## config.mk

```make
export PLATFORM = sky130hd
export DESIGN_NAME = histogram_peak_finder_flat
export DESIGN_NICKNAME = d
export VERILOG_FILES = /design/src/rtl/histogram_peak_finder_pkg.sv /design/src/rtl/histogram_peak_finder_if.sv /design/src/rtl/histogram_peak_finder_serial_divider.sv /design/src/rtl/histogram_peak_finder.sv /design/src/flat_wrapper.sv
export SDC_FILE = /design/constraint.sdc
export NUM_CORES = 1
export LEC_CHECK = 0
export ABC_CLOCK_PERIOD_IN_PS = 5400
export CORE_MARGIN = 4
export CORE_UTILIZATION = 55
export DETAILED_ROUTE_END_ITERATION = 8
export HOLD_SLACK_MARGIN = 0.15
export PLACE_DENSITY_LB_ADDON = 0.15
export SLEW_MARGIN = 20
export SYNTH_ARGS = -nofsm -noshare
export SYNTH_HDL_FRONTEND = slang
export SYNTH_HIERARCHICAL = 1
export SYNTH_SLANG_ARGS = --single-unit
```

## constraint.sdc

```tcl
create_clock -name clk -period 5.4 [get_ports clk]
set_input_delay 1.35 -clock clk [delete_from_list [all_inputs] [get_ports clk]]
set_output_delay 1.35 -clock clk [all_outputs]
set_load 0.01 [all_outputs]
```

## src/rtl/histogram_peak_finder_pkg.sv

```systemverilog
// -----------------------------------------------------------------------------
// histogram_peak_finder_pkg
// Shared definitions for the histogram peak finder and the histogram stage
// that feeds it: default axis sizes, bin count width, FSM state encoding,
// accumulator widths for the optional centroid path and a saturation helper.
// -----------------------------------------------------------------------------
package histogram_peak_finder_pkg;

    // Axis sizes are shared with the histogram stage producing the bins.
    localparam int DEF_IMWIDTH  = 240;
    localparam int DEF_IMHEIGHT = 180;
    localparam int DEF_DATA_W   = 8;

    // Internal bin counters saturate at the axis size, so they need one bit
    // more than the reported 8-bit bin index.
    localparam int IDX_W     = 9;
    localparam int OUT_IDX_W = 8;

    // Centroid accumulators: sum of counts and sum of idx*count.
    localparam int SUM_W     = 16;
    localparam int WSUM_W    = 24;
    localparam int DIV_STEPS = WSUM_W;

    typedef enum logic [2:0] {
        ST_IDLE     = 3'd0,
        ST_COLLECT  = 3'd1,
        ST_FINALIZE = 3'd2,
        ST_DONE     = 3'd3,
        ST_DIVIDE   = 3'd4
    } state_t;

    // Clamp a divider quotient to the 8-bit bin index range.
    function automatic logic [OUT_IDX_W-1:0] saturate8(input logic [WSUM_W-1:0] q);
        return (q > WSUM_W'(255)) ? 8'hFF : q[OUT_IDX_W-1:0];
    endfunction

endpackage

```

## src/rtl/histogram_peak_finder_if.sv

```systemverilog
// -----------------------------------------------------------------------------
// histogram_peak_finder_if
// Bus bundle between the control/histogram side (master) and the peak finder
// (slave).
//   master drives : start, abort, threshold, xHistogramIn/xValid,
//                   yHistogramIn/yValid
//   slave drives  : per-axis peak index/count, extents (min/max), found,
//                   resultValid, busy
// Build option PEAK_CENTROID_EN adds xCentroid/yCentroid (slave driven).
// -----------------------------------------------------------------------------
interface histogram_peak_finder_if #(
    parameter int DATA_W = histogram_peak_finder_pkg::DEF_DATA_W
);
    localparam int IW = histogram_peak_finder_pkg::OUT_IDX_W;

    logic              start;
    logic              abort;
    logic [DATA_W-1:0] threshold;
    logic [DATA_W-1:0] xHistogramIn;
    logic              xValid;
    logic [DATA_W-1:0] yHistogramIn;
    logic              yValid;

    logic [IW-1:0]     xPeakIdx;
    logic [DATA_W-1:0] xPeakCount;
    logic [IW-1:0]     yPeakIdx;
    logic [DATA_W-1:0] yPeakCount;
    logic [IW-1:0]     xMin;
    logic [IW-1:0]     xMax;
    logic [IW-1:0]     yMin;
    logic [IW-1:0]     yMax;
    logic              found;
    logic              resultValid;
    logic              busy;
`ifdef PEAK_CENTROID_EN
    logic [IW-1:0]     xCentroid;
    logic [IW-1:0]     yCentroid;
`endif

    modport master (
`ifdef PEAK_CENTROID_EN
        input  xCentroid, yCentroid,
`endif
        output start, abort, threshold,
        output xHistogramIn, xValid, yHistogramIn, yValid,
        input  xPeakIdx, xPeakCount, yPeakIdx, yPeakCount,
        input  xMin, xMax, yMin, yMax, found, resultValid, busy
    );

    modport slave (
`ifdef PEAK_CENTROID_EN
        output xCentroid, yCentroid,
`endif
        input  start, abort, threshold,
        input  xHistogramIn, xValid, yHistogramIn, yValid,
        output xPeakIdx, xPeakCount, yPeakIdx, yPeakCount,
        output xMin, xMax, yMin, yMax, found, resultValid, busy
    );

endinterface

```

## src/rtl/histogram_peak_finder_serial_divider.sv

```systemverilog
// -----------------------------------------------------------------------------
// serial_divider
// Restoring divider, 24-bit dividend by 16-bit divisor, one quotient bit per
// clock. Only compiled with PEAK_CENTROID_EN, where it computes the centroid.
//   clk, reset : clock, asynchronous active-low reset
//   start      : one-cycle pulse, loads dividend/divisor
//   dividend   : sum of idx*count
//   divisor    : sum of counts (caller handles zero)
//   done       : one-cycle pulse, 24 cycles after start; quotient valid
//   quotient   : integer quotient, held until the next start
// -----------------------------------------------------------------------------
`ifdef PEAK_CENTROID_EN
module serial_divider
    import histogram_peak_finder_pkg::*;
(
    input  logic              clk,
    input  logic              reset,
    input  logic              start,
    input  logic [WSUM_W-1:0] dividend,
    input  logic [SUM_W-1:0]  divisor,
    output logic              done,
    output logic [WSUM_W-1:0] quotient
);
    logic [SUM_W-1:0] rem;
    logic [SUM_W-1:0] dvs;
    logic [4:0]       count;
    logic             running;
    logic [SUM_W:0]   trial;
    logic             fits;

    // The quotient register doubles as the dividend shifter: its MSB feeds the
    // partial remainder and the new quotient bit enters at the LSB.
    assign trial = {rem, quotient[WSUM_W-1]};
    assign fits  = (trial >= {1'b0, dvs});

    always_ff @(posedge clk or negedge reset) begin
        if (!reset) begin
            rem      <= '0;
            dvs      <= '0;
            count    <= '0;
            running  <= 1'b0;
            done     <= 1'b0;
            quotient <= '0;
        end else begin
            done <= 1'b0;
            if (start) begin
                quotient <= dividend;
                rem      <= '0;
                dvs      <= divisor;
                count    <= 5'(DIV_STEPS);
                running  <= 1'b1;
            end else if (running) begin
                quotient <= {quotient[WSUM_W-2:0], fits};
                // A non-fitting trial is below the divisor, so its MSB is 0.
                rem      <= fits ? SUM_W'(trial - {1'b0, dvs}) : trial[SUM_W-1:0];
                count    <= count - 5'd1;
                if (count == 5'd1) begin
                    running <= 1'b0;
                    done    <= 1'b1;
                end
            end
        end
    end

endmodule
`endif

```

## src/rtl/histogram_peak_finder.sv

```systemverilog
// -----------------------------------------------------------------------------
// histogram_peak_finder
// Scans one read pass of the x and y histogram streams and reports, per axis,
// the first maximum bin with its count and the first/last bins at or above a
// threshold latched on start.
//   clk    : system clock
//   reset  : asynchronous, active-low reset
//   bus    : histogram_peak_finder_if.slave
//            in : start, abort, threshold, x/yHistogramIn, x/yValid
//            out: x/yPeakIdx, x/yPeakCount, xMin/xMax, yMin/yMax, found,
//                 resultValid, busy
// Build option PEAK_CENTROID_EN adds per-axis count-weighted centroids
// (xCentroid/yCentroid) computed by two serial dividers in a DIVIDE state.
// -----------------------------------------------------------------------------
module histogram_peak_finder
    import histogram_peak_finder_pkg::*;
#(
    parameter int IMWIDTH  = DEF_IMWIDTH,
    parameter int IMHEIGHT = DEF_IMHEIGHT,
    parameter int DATA_W   = DEF_DATA_W
) (
    input logic                    clk,
    input logic                    reset,
    histogram_peak_finder_if.slave bus
);

    state_t state;
    state_t nextState;

    logic [DATA_W-1:0]    thresholdR;
    logic [IDX_W-1:0]     xIdx;
    logic [IDX_W-1:0]     yIdx;
    logic                 xFull;
    logic                 yFull;
    logic                 clearTrackers;
    logic                 xAccept;
    logic                 yAccept;

    // Per-pass trackers; copied to the outputs in FINALIZE so the reported
    // results stay stable while the next pass collects.
    logic [OUT_IDX_W-1:0] xPeakIdxT;
    logic [OUT_IDX_W-1:0] yPeakIdxT;
    logic [DATA_W-1:0]    xPeakCountT;
    logic [DATA_W-1:0]    yPeakCountT;
    logic [OUT_IDX_W-1:0] xMinT;
    logic [OUT_IDX_W-1:0] xMaxT;
    logic [OUT_IDX_W-1:0] yMinT;
    logic [OUT_IDX_W-1:0] yMaxT;
    logic                 xHit;
    logic                 yHit;

`ifdef PEAK_CENTROID_EN
    logic [SUM_W-1:0]  xSum;
    logic [SUM_W-1:0]  ySum;
    logic [WSUM_W-1:0] xWSum;
    logic [WSUM_W-1:0] yWSum;
    logic              divStart;
    logic              xDivDone;
    logic              yDivDone;
    logic [WSUM_W-1:0] xQuot;
    logic [WSUM_W-1:0] yQuot;
`endif

    assign xFull = (xIdx == IDX_W'(IMWIDTH));
    assign yFull = (yIdx == IDX_W'(IMHEIGHT));

    // start arms (or restarts) a pass from IDLE, DONE or COLLECT; abort wins.
    assign clearTrackers = bus.start && !bus.abort &&
                           (state == ST_IDLE || state == ST_DONE || state == ST_COLLECT);

    // Samples arriving in the restart cycle belong to neither pass.
    assign xAccept = (state == ST_COLLECT) && bus.xValid && !xFull && !clearTrackers && !bus.abort;
    assign yAccept = (state == ST_COLLECT) && bus.yValid && !yFull && !clearTrackers && !bus.abort;

    assign bus.busy = (state == ST_COLLECT) || (state == ST_FINALIZE) || (state == ST_DIVIDE);

    // ---------------------------------------------------------------- FSM
    always_ff @(posedge clk or negedge reset) begin
        if (!reset) begin
            state <= ST_IDLE;
        end else begin
            state <= nextState;
        end
    end

    // NOTE: every signal written here gets a default first, so no path can
    // leave it unassigned and infer a latch.
    always_comb begin
        nextState = state;
        if (bus.abort) begin
            nextState = ST_IDLE;
        end else begin
            case (state)
                ST_IDLE, ST_DONE: begin
                    if (bus.start) nextState = ST_COLLECT;
                end
                ST_COLLECT: begin
                    if (bus.start)          nextState = ST_COLLECT;
                    else if (xFull && yFull) nextState = ST_FINALIZE;
                end
`ifdef PEAK_CENTROID_EN
                ST_FINALIZE: nextState = ST_DIVIDE;
                ST_DIVIDE: begin
                    if (xDivDone && yDivDone) nextState = ST_DONE;
                end
`else
                ST_FINALIZE: nextState = ST_DONE;
`endif
                default: nextState = ST_IDLE;
            endcase
        end
    end

    // ------------------------------------------------------- axis trackers
    // NOTE: sequential state uses non-blocking assignments so every register
    // samples the pre-edge values, independent of statement order.
    always_ff @(posedge clk or negedge reset) begin
        if (!reset) begin
            thresholdR  <= '0;
            xIdx        <= '0;
            yIdx        <= '0;
            xPeakIdxT   <= '0;
            yPeakIdxT   <= '0;
            xPeakCountT <= '0;
            yPeakCountT <= '0;
            xMinT       <= '0;
            xMaxT       <= '0;
            yMinT       <= '0;
            yMaxT       <= '0;
            xHit        <= 1'b0;
            yHit        <= 1'b0;
        end else if (clearTrackers) begin
            thresholdR  <= bus.threshold;
            xIdx        <= '0;
            yIdx        <= '0;
            xPeakIdxT   <= '0;
            yPeakIdxT   <= '0;
            xPeakCountT <= '0;
            yPeakCountT <= '0;
            xMinT       <= '0;
            xMaxT       <= '0;
            yMinT       <= '0;
            yMaxT       <= '0;
            xHit        <= 1'b0;
            yHit        <= 1'b0;
        end else begin
            if (xAccept) begin
                xIdx <= xIdx + IDX_W'(1);
                // Strictly greater: ties keep the lowest index.
                if (bus.xHistogramIn > xPeakCountT) begin
                    xPeakCountT <= bus.xHistogramIn;
                    xPeakIdxT   <= xIdx[OUT_IDX_W-1:0];
                end
                if (bus.xHistogramIn >= thresholdR) begin
                    if (!xHit) xMinT <= xIdx[OUT_IDX_W-1:0];
                    xMaxT <= xIdx[OUT_IDX_W-1:0];
                    xHit  <= 1'b1;
                end
            end
            if (yAccept) begin
                yIdx <= yIdx + IDX_W'(1);
                if (bus.yHistogramIn > yPeakCountT) begin
                    yPeakCountT <= bus.yHistogramIn;
                    yPeakIdxT   <= yIdx[OUT_IDX_W-1:0];
                end
                if (bus.yHistogramIn >= thresholdR) begin
                    if (!yHit) yMinT <= yIdx[OUT_IDX_W-1:0];
                    yMaxT <= yIdx[OUT_IDX_W-1:0];
                    yHit  <= 1'b1;
                end
            end
        end
    end

    // ------------------------------------------------------ result outputs
    always_ff @(posedge clk or negedge reset) begin
        if (!reset) begin
            bus.xPeakIdx    <= '0;
            bus.xPeakCount  <= '0;
            bus.yPeakIdx    <= '0;
            bus.yPeakCount  <= '0;
            bus.xMin        <= '0;
            bus.xMax        <= '0;
            bus.yMin        <= '0;
            bus.yMax        <= '0;
            bus.found       <= 1'b0;
            bus.resultValid <= 1'b0;
        end else begin
            // High exactly while DONE; start and abort both leave DONE.
            bus.resultValid <= (nextState == ST_DONE);
            if (state == ST_FINALIZE && !bus.abort) begin
                bus.xPeakIdx   <= xPeakIdxT;
                bus.xPeakCount <= xPeakCountT;
                bus.yPeakIdx   <= yPeakIdxT;
                bus.yPeakCount <= yPeakCountT;
                bus.xMin       <= xMinT;
                bus.xMax       <= xMaxT;
                bus.yMin       <= yMinT;
                bus.yMax       <= yMaxT;
                bus.found      <= xHit && yHit;
            end
        end
    end

`ifdef PEAK_CENTROID_EN
    // ---------------------------------------------------- centroid option
    always_ff @(posedge clk or negedge reset) begin
        if (!reset) begin
            xSum  <= '0;
            ySum  <= '0;
            xWSum <= '0;
            yWSum <= '0;
        end else if (clearTrackers) begin
            xSum  <= '0;
            ySum  <= '0;
            xWSum <= '0;
            yWSum <= '0;
        end else begin
            if (xAccept) begin
                xSum  <= xSum + SUM_W'(bus.xHistogramIn);
                xWSum <= xWSum + WSUM_W'(xIdx[OUT_IDX_W-1:0]) * WSUM_W'(bus.xHistogramIn);
            end
            if (yAccept) begin
                ySum  <= ySum + SUM_W'(bus.yHistogramIn);
                yWSum <= yWSum + WSUM_W'(yIdx[OUT_IDX_W-1:0]) * WSUM_W'(bus.yHistogramIn);
            end
        end
    end

    // Load the dividers on the edge that enters FINALIZE; the sums are final
    // one edge earlier, and the quotients are ready 24 edges later.
    assign divStart = (state == ST_COLLECT) && (nextState == ST_FINALIZE);

    serial_divider u_xDivider (
        .clk      (clk),
        .reset    (reset),
        .start    (divStart),
        .dividend (xWSum),
        .divisor  (xSum),
        .done     (xDivDone),
        .quotient (xQuot)
    );

    serial_divider u_yDivider (
        .clk      (clk),
        .reset    (reset),
        .start    (divStart),
        .dividend (yWSum),
        .divisor  (ySum),
        .done     (yDivDone),
        .quotient (yQuot)
    );

    always_ff @(posedge clk or negedge reset) begin
        if (!reset) begin
            bus.xCentroid <= '0;
            bus.yCentroid <= '0;
        end else if (state == ST_DIVIDE && !bus.abort && xDivDone && yDivDone) begin
            // An empty axis divides by zero; report 0 instead.
            bus.xCentroid <= (xSum == '0) ? '0 : saturate8(xQuot);
            bus.yCentroid <= (ySum == '0) ? '0 : saturate8(yQuot);
        end
    end
`endif

endmodule
```

## src/flat_wrapper.sv

```systemverilog
// flat-port wrapper written by rule: the top's interface ports become plain ports
module histogram_peak_finder_flat import histogram_peak_finder_pkg::*;
#(
    parameter int IMWIDTH  = DEF_IMWIDTH,
    parameter int IMHEIGHT = DEF_IMHEIGHT,
    parameter int DATA_W   = DEF_DATA_W
)
  (clk, reset, bus_start, bus_abort, bus_threshold, bus_xHistogramIn, bus_xValid, bus_yHistogramIn, bus_yValid, bus_xPeakIdx, bus_xPeakCount, bus_yPeakIdx, bus_yPeakCount, bus_xMin, bus_xMax, bus_yMin, bus_yMax, bus_found, bus_resultValid, bus_busy);
  histogram_peak_finder_if #(.DATA_W(DATA_W)) bus_i ();
  input logic clk;
  input logic reset;
  input wire logic [$bits(bus_i.start)-1:0] bus_start;
  input wire logic [$bits(bus_i.abort)-1:0] bus_abort;
  input wire logic [$bits(bus_i.threshold)-1:0] bus_threshold;
  input wire logic [$bits(bus_i.xHistogramIn)-1:0] bus_xHistogramIn;
  input wire logic [$bits(bus_i.xValid)-1:0] bus_xValid;
  input wire logic [$bits(bus_i.yHistogramIn)-1:0] bus_yHistogramIn;
  input wire logic [$bits(bus_i.yValid)-1:0] bus_yValid;
  output wire logic [$bits(bus_i.xPeakIdx)-1:0] bus_xPeakIdx;
  output wire logic [$bits(bus_i.xPeakCount)-1:0] bus_xPeakCount;
  output wire logic [$bits(bus_i.yPeakIdx)-1:0] bus_yPeakIdx;
  output wire logic [$bits(bus_i.yPeakCount)-1:0] bus_yPeakCount;
  output wire logic [$bits(bus_i.xMin)-1:0] bus_xMin;
  output wire logic [$bits(bus_i.xMax)-1:0] bus_xMax;
  output wire logic [$bits(bus_i.yMin)-1:0] bus_yMin;
  output wire logic [$bits(bus_i.yMax)-1:0] bus_yMax;
  output wire logic [$bits(bus_i.found)-1:0] bus_found;
  output wire logic [$bits(bus_i.resultValid)-1:0] bus_resultValid;
  output wire logic [$bits(bus_i.busy)-1:0] bus_busy;
  assign bus_i.start = bus_start;
  assign bus_i.abort = bus_abort;
  assign bus_i.threshold = bus_threshold;
  assign bus_i.xHistogramIn = bus_xHistogramIn;
  assign bus_i.xValid = bus_xValid;
  assign bus_i.yHistogramIn = bus_yHistogramIn;
  assign bus_i.yValid = bus_yValid;
  assign bus_xPeakIdx = bus_i.xPeakIdx;
  assign bus_xPeakCount = bus_i.xPeakCount;
  assign bus_yPeakIdx = bus_i.yPeakIdx;
  assign bus_yPeakCount = bus_i.yPeakCount;
  assign bus_xMin = bus_i.xMin;
  assign bus_xMax = bus_i.xMax;
  assign bus_yMin = bus_i.yMin;
  assign bus_yMax = bus_i.yMax;
  assign bus_found = bus_i.found;
  assign bus_resultValid = bus_i.resultValid;
  assign bus_busy = bus_i.busy;
  histogram_peak_finder #(.IMWIDTH(IMWIDTH), .IMHEIGHT(IMHEIGHT), .DATA_W(DATA_W)) u_core (.clk(clk), .reset(reset), .bus(bus_i));
endmodule
```

==> results of run 1 <==
-- critical path: stages --
cell and delay (ns):
clkdlybuf4s50_1 0.47, nor4b_1 0.65, and3_1 0.48, o2111ai_4 0.44, mux2i_1 0.30, nor2_1 0.06
-- kinds of logic after synthesis --
logic type,synth area share
adder cells (fa/ha/maj),0.0631
XOR/XNOR,0.0159
flip-flops,0.564
AND/OR/NAND/NOR,0.0997
buffers and inverters,0.0389
other,0.000525
multiplexers,0.116
AO/OA/AOI/OAI,0.101
-- registers in the layout, summed over array words and instances, names as in the netlist, 3 cells and up --
register / flops
u_core/bus.xMax: 8
u_core/thresholdR: 8
u_core/bus.xMin: 8
u_core/xMaxT: 8
u_core/yMinT: 8
u_core/state: 3
u_core/bus.xPeakIdx: 8
u_core/yPeakIdxT: 8
u_core/bus.yMax: 8
u_core/yPeakCountT: 8
u_core/xIdx: 9
u_core/bus.yMin: 8
u_core/xPeakIdxT: 8
u_core/bus.yPeakIdx: 8
u_core/bus.xPeakCount: 8
u_core/xPeakCountT: 8
u_core/xMinT: 8
u_core/bus.yPeakCount: 8
u_core/yMaxT: 8
u_core/yIdx: 9
-- stage by stage --
step / instance area [sq um] / cells / hold slack, ns / utilization / power [mW]
after floorplan: 7140 / 603 / 0.460 / - / 1.37
after global placement: 8200 / 842 / 0.480 / 0.647 / 1.45
after detailed placement: 8200 / 842 / 0.482 / 0.647 / 1.46
after CTS: 8800 / 874 / 0.503 / 0.695 / 2.68
after global routing: 8830 / 874 / 0.521 / 0.697 / 2.76
final: 8830 / 874 / 0.503 / 0.697 / 2.65
-- power by group --
part,total [mW],switching [mW],internal [mW]
logic,0.188,0.112,0.0759
registers,1.24,0.0174,1.23
clock network,1.22,0.478,0.740
-- final cells by class --
type / instances / area (sq um) / share of cell area
clock buffer: 19 / 443 / 0.0502
clock inverter: 13 / 158 / 0.0179
inverter: 29 / 109 / 0.0123
multi-input combinational: 379 / 2870 / 0.325
sequential: 161 / 4030 / 0.456
tap: 172 / 215 / 0.0244
timing repair buffer: 101 / 1000 / 0.113
-- cells in the mapped netlist --
| master | number | area share |
|---|---|---|
| nor4b_1 | 1 | 0.0012 |
| conb_1 | 1 | 0.00053 |
| clkbuf_1 | 21 | 0.011 |
| o221ai_1 | 1 | 0.0012 |
| o21ai_2 | 2 | 0.0025 |
| o211ai_1 | 2 | 0.0021 |
| nor2_1 | 31 | 0.016 |
| o21ai_0 | 37 | 0.026 |
| o21ai_1 | 3 | 0.0021 |
| a21boi_0 | 1 | 0.0011 |
| a21oi_1 | 11 | 0.0077 |
| nand2b_1 | 6 | 0.0053 |
| mux2i_1 | 11 | 0.015 |
| a31oi_1 | 3 | 0.0026 |
| a21o_1 | 4 | 0.0042 |
| nand4bb_1 | 1 | 0.0016 |
| and3_1 | 8 | 0.0070 |
| or4_1 | 1 | 0.0011 |
| clkbuf_2 | 1 | 0.00070 |
| or3_1 | 5 | 0.0044 |
| mux2_2 | 64 | 0.10 |
| dfrtp_1 | 161 | 0.56 |
| ha_1 | 36 | 0.063 |
| or2_2 | 2 | 0.0018 |
| a22o_1 | 32 | 0.039 |
| nand3_1 | 32 | 0.022 |
| buf_2 | 8 | 0.0056 |
| xnor2_1 | 3 | 0.0037 |
| or4b_4 | 1 | 0.0019 |
| inv_1 | 29 | 0.015 |
| buf_6 | 4 | 0.0063 |
| nand4b_1 | 1 | 0.0012 |
| o22ai_1 | 1 | 0.00088 |
| o31ai_1 | 3 | 0.0032 |
| nor2b_4 | 1 | 0.0019 |
| o2111ai_2 | 1 | 0.0021 |
| nand4_1 | 6 | 0.0053 |
| o21a_1 | 2 | 0.0021 |
| and3_4 | 1 | 0.0016 |
| a211oi_1 | 4 | 0.0042 |
| xor2_1 | 10 | 0.012 |
| nor2b_1 | 1 | 0.00088 |
| nand2_1 | 48 | 0.025 |
| nor3_1 | 1 | 0.00070 |
-- per-layer routing --
metal	global-route usage	share of wire	vias to the layer above
met5	0	0	-
met4	0.0938	0.025	0
met3	0.0511	0.046	29
met1	0.283	0.43	2411
li1	-	-	2312
met2	0.357	0.50	114
-- how the worst min path moves through the flow --
stage,start,end,slack (ns),depth (start not counted)
2_1_floorplan,u_core/yMinT[0],u_core/yMinT[0],0.46,1
3_3_place_gp,u_core/xPeakIdxT[4],u_core/xPeakIdxT[4],0.48,2
3_5_place_dp,u_core/yMinT[3],u_core/yMinT[3],0.48,1
4_1_cts,u_core/xPeakIdxT[7],u_core/xPeakIdxT[7],0.50,2
5_1_grt,u_core/yMinT[5],u_core/yMinT[5],0.52,1
6_report,u_core/xPeakIdxT[7],u_core/xPeakIdxT[7],0.50,2
==> impl_metrics.ini, run 1 <==
[run_status]
status = completed

[timing]
report.final.slew_viol_count = 0
worst_pin_slew_ns = 0.837
fin_tns_setup_ns = 0
fin_ws_ns = 1.92
fmax_mhz = 287
finalHoldViolCount = 0
rsz0062_at_grt = false
min_period_ns = 3.48
finalClockSkew_ns = 0.00863
slew_headroom = 0.442
finalSetupViolations = 0
fin_crit_sh = 0.645

[worst_setup_path]
worstSetupEndpoint = u_core/yPeakIdxT[5]
reg2reg_to = u_core/yPeakIdxT[5]
endpoint_kind = flop
r2r_slack_ns = 2.92
ff2ff_path_depth = 5
critPathKind = input pin to flop
crit_fanout = 23
cp.arrival_ns = 3.78
r2r_start = u_core/state[2]
crit_path_start = bus_abort
start_kind = input pin
cp_data_required_time_ns = 5.69

[final_layout]
antenna_cells = 0
nets = 755
syn_to_final_growth_pct = 23.6
final_cell_mix = dfrtp_1 (161), clkdlybuf4s50_1 (95), mux2_2 (64)
fill_cells = 944
drive_above_1_share = 0.161
final_common_cell = dfrtp_1

[routing]
dr.pass1.iters = 4
antenna_left = 0
drc = 0
wirelength_mm = 15.0
initialDrtViolationCount = 251
wl_per_cell_microns = 17.1
drt-vias-per-instance = 5.57
via_count = 4866

[die]
num_rows = 41
die-area_sq_mm = 0.0149
initial_core_util = 0.563
core_sq_mm = 0.0127
fp.dieH_microns = 122
die_width_microns = 122
io_pins = 97

[yosys]
ys_seq_elements = 161
ys.warnings.count = 6
netlist_instances = 603
syn-mean-instance-area_sq_um = 11.8
netlist_area_sq_mm = 0.00714
yosysSeqAreaShare = 0.564
synth_fp_nets = 669
synthDistinctLibCells = 44

[global_routing]
grt_pass1_wl_mm = 25.4
grt_pass1_vias = 4979
gr-usage-all-layers = 0.219
overflow = 0
antenna_found_initial = 0
grt_max_degree = 94

[worst_hold_path]
hold_class = flop to flop

[cts]
cts_resized = 0
clk_latency_ns = 0.43
clock-sinks = 161
path_clk_slew_ns = 0.06
clockBufferDepth = 2
htreeDepth = 4
cts_root_buf = clkbuf_16
postCtsSetupBuffers = 0
cts_tree = built
holdBufCountCts = 0
cts_inserted_buffers = 17

[place]
post-dp-hpwl_mm = 10.3
port_buffers = 96
post-place-ws_ns = 1.26
gp_congestion = 0.861

[power_and_ir_drop]
irDropWorstVdd_uv = 210
power.density_mw_per_mm2 = 300
p_leak_nw = 4.20

[run]
cap_violations = 0
Note: power is estimated with default switching activity, not from simulation.
==> run 2, diff against run 1 <==
- ABC_CLOCK_PERIOD_IN_PS: 5400 -> 3100
- CORE_UTILIZATION: 55 -> 50
- clock period: 5.4 -> 3.1 ns (I/O delays scaled with it)
==> impl_metrics.ini, run 2 (synthesis gave the netlist of run 1 again) <==
[worst_setup_path]
critPathKind = input pin to flop
cp.arrival_ns = 3.03
path_delay_family = compound AO/OA/AOI/OAI gates
ff2ff_path_depth = 6
cp_num_cells = 9
cp_data_required_time_ns = 3.41
reg2reg_to = u_core/yMaxT[5]
worst-path-buf-inv = 2
r2r_slack_ns = 0.55
crit_path_start = bus_xHistogramIn[0]
crit_path_max_incr_delay_ns = 0.50
endpoint_kind = flop
worstSetupEndpoint = u_core/xMaxT[6]
crit_fanout = 8
start_kind = input pin
crit_path_cell_trace = clkdlybuf4s50_1 > inv_1 > ha_1 > nand2b_1 > a21o_1 > a31oi_1 > o21ai_0 > o21ai_1 > a22o_1
r2r_start = u_core/yIdx[3]
slowest_stage = o21ai_0

[routing]
initialDrtViolationCount = 276
drt-vias-per-instance = 5.52
antenna_left = 0
drc = 0
via_count = 4926
dr.pass1.iters = 4
wirelength_mm = 15.6
wl_per_cell_microns = 17.4

[timing]
finalClockSkew_ns = 0.00717
fin_crit_sh = 0.878
report.final.slew_viol_count = 0
rsz0062_at_grt = false
slew_headroom = 0.525
fmax_mhz = 367
fin_tns_setup_ns = 0
worst_pin_slew_ns = 0.713
finalHoldViolCount = 0
min_period_ns = 2.72
finalSetupViolations = 0

[die]
initial_core_util = 0.512
num_rows = 43
io_pins = 97
core_sq_mm = 0.0139
die_width_microns = 127
fp.dieH_microns = 127
die-area_sq_mm = 0.0163

[final_layout]
antenna_cells = 0
syn_to_final_growth_pct = 24.8
nets = 767
fin_cells = 893
reg.largest.list = u_core/xIdx (9), u_core/yIdx (9)
design_area_sq_mm = 0.00891
final_common_cell = dfrtp_1
drive_above_1_share = 0.174
final_cell_mix = dfrtp_1 (161), clkdlybuf4s50_1 (95), mux2_2 (64)

[global_routing]
antenna_found_initial = 0
grt_max_degree = 76
grt_pass1_wl_mm = 26.3
grt_pass1_vias = 5139
gr-usage-all-layers = 0.204
overflow = 0

[cts]
clockBufferDepth = 2
cts_tree = built
htreeDepth = 4
cts_resized = 0
path_clk_slew_ns = 0.06
cts_inserted_buffers = 17
postCtsSetupBuffers = 0
clock-sinks = 161
cts_root_buf = clkbuf_16
clk_latency_ns = 0.42
holdBufCountCts = 0

[place]
post-dp-hpwl_mm = 10.7
gp_congestion = 0.832
dpl_cell_area_sq_mm = 0.00833
dpl.cell_count = 862
port_buffers = 96

[power_and_ir_drop]
p_total_mw = 4.55
power.density_mw_per_mm2 = 511
irDropWorstVdd_uv = 324
p_leak_nw = 4.25

[worst_hold_path]
hold_class = input pin to asynchronous set/reset pin

[run]
cap_violations = 0

[run_status]
status = completed
-- run 2: cell count changes in the layout (fill, tap and decap cells not counted), sizes merged --
cell	before	now
clkbuf	19	21
buf	6	18
inv	32	29
bufinv	3	2
clkinv	6	4
clkinvlp	1	4
-- run 2: layout make-up --
cell class	count	area, sq um
Tap cell	180	225
Sequential cell	161	4030
Fill cell	1063	5030
Clock buffer	21	470
Multi-Input combinational cell	379	2850
Timing Repair Buffer	113	1110
Inverter	29	109
Clock inverter	10	110
-- run 2: worst min-delay path by stage --
stage	cells past startpoint	slack, ns	endpoint	start
global route	1	0.41	u_core/bus.xPeakCount[2]	reset
finish	1	0.36	u_core/bus.xPeakCount[2]	reset
floorplan	1	0.46	u_core/yMinT[0]	u_core/yMinT[0]
global placement	1	0.48	u_core/yMaxT[2]	u_core/yMaxT[2]
detailed placement	1	0.48	u_core/yMaxT[1]	u_core/yMaxT[1]
CTS	1	0.39	u_core/bus.xPeakCount[2]	reset
-- run 2: power by group --
part | switching [mW] | internal [mW] | total [mW]
clock | 0.808 | 1.24 | 2.05
sequential | 0.0299 | 2.14 | 2.17
combinational | 0.199 | 0.139 | 0.338
-- run 2: per-layer routing --
| metal | track usage | vias up | wire length, microns |
|---|---|---|---|
| met5 | 0 | - | 0 |
| met4 | 0.0770 | 0 | 259 |
| met3 | 0.0452 | 20 | 664 |
| met2 | 0.336 | 123 | 7900 |
| met1 | 0.265 | 2471 | 6740 |
| li1 | - | 2312 | - |
-- run 2: per-stage QoR --
stage / utilization / worst slack, ns / hold slack (ns)
floorplan: - / 0.707 / 0.460
global placement: 0.598 / 0.0556 / 0.478
detailed placement: 0.598 / -0.0148 / 0.478
CTS: 0.639 / 0.406 / 0.388
global route: 0.639 / 0.222 / 0.408
finish: 0.639 / 0.379 / 0.364
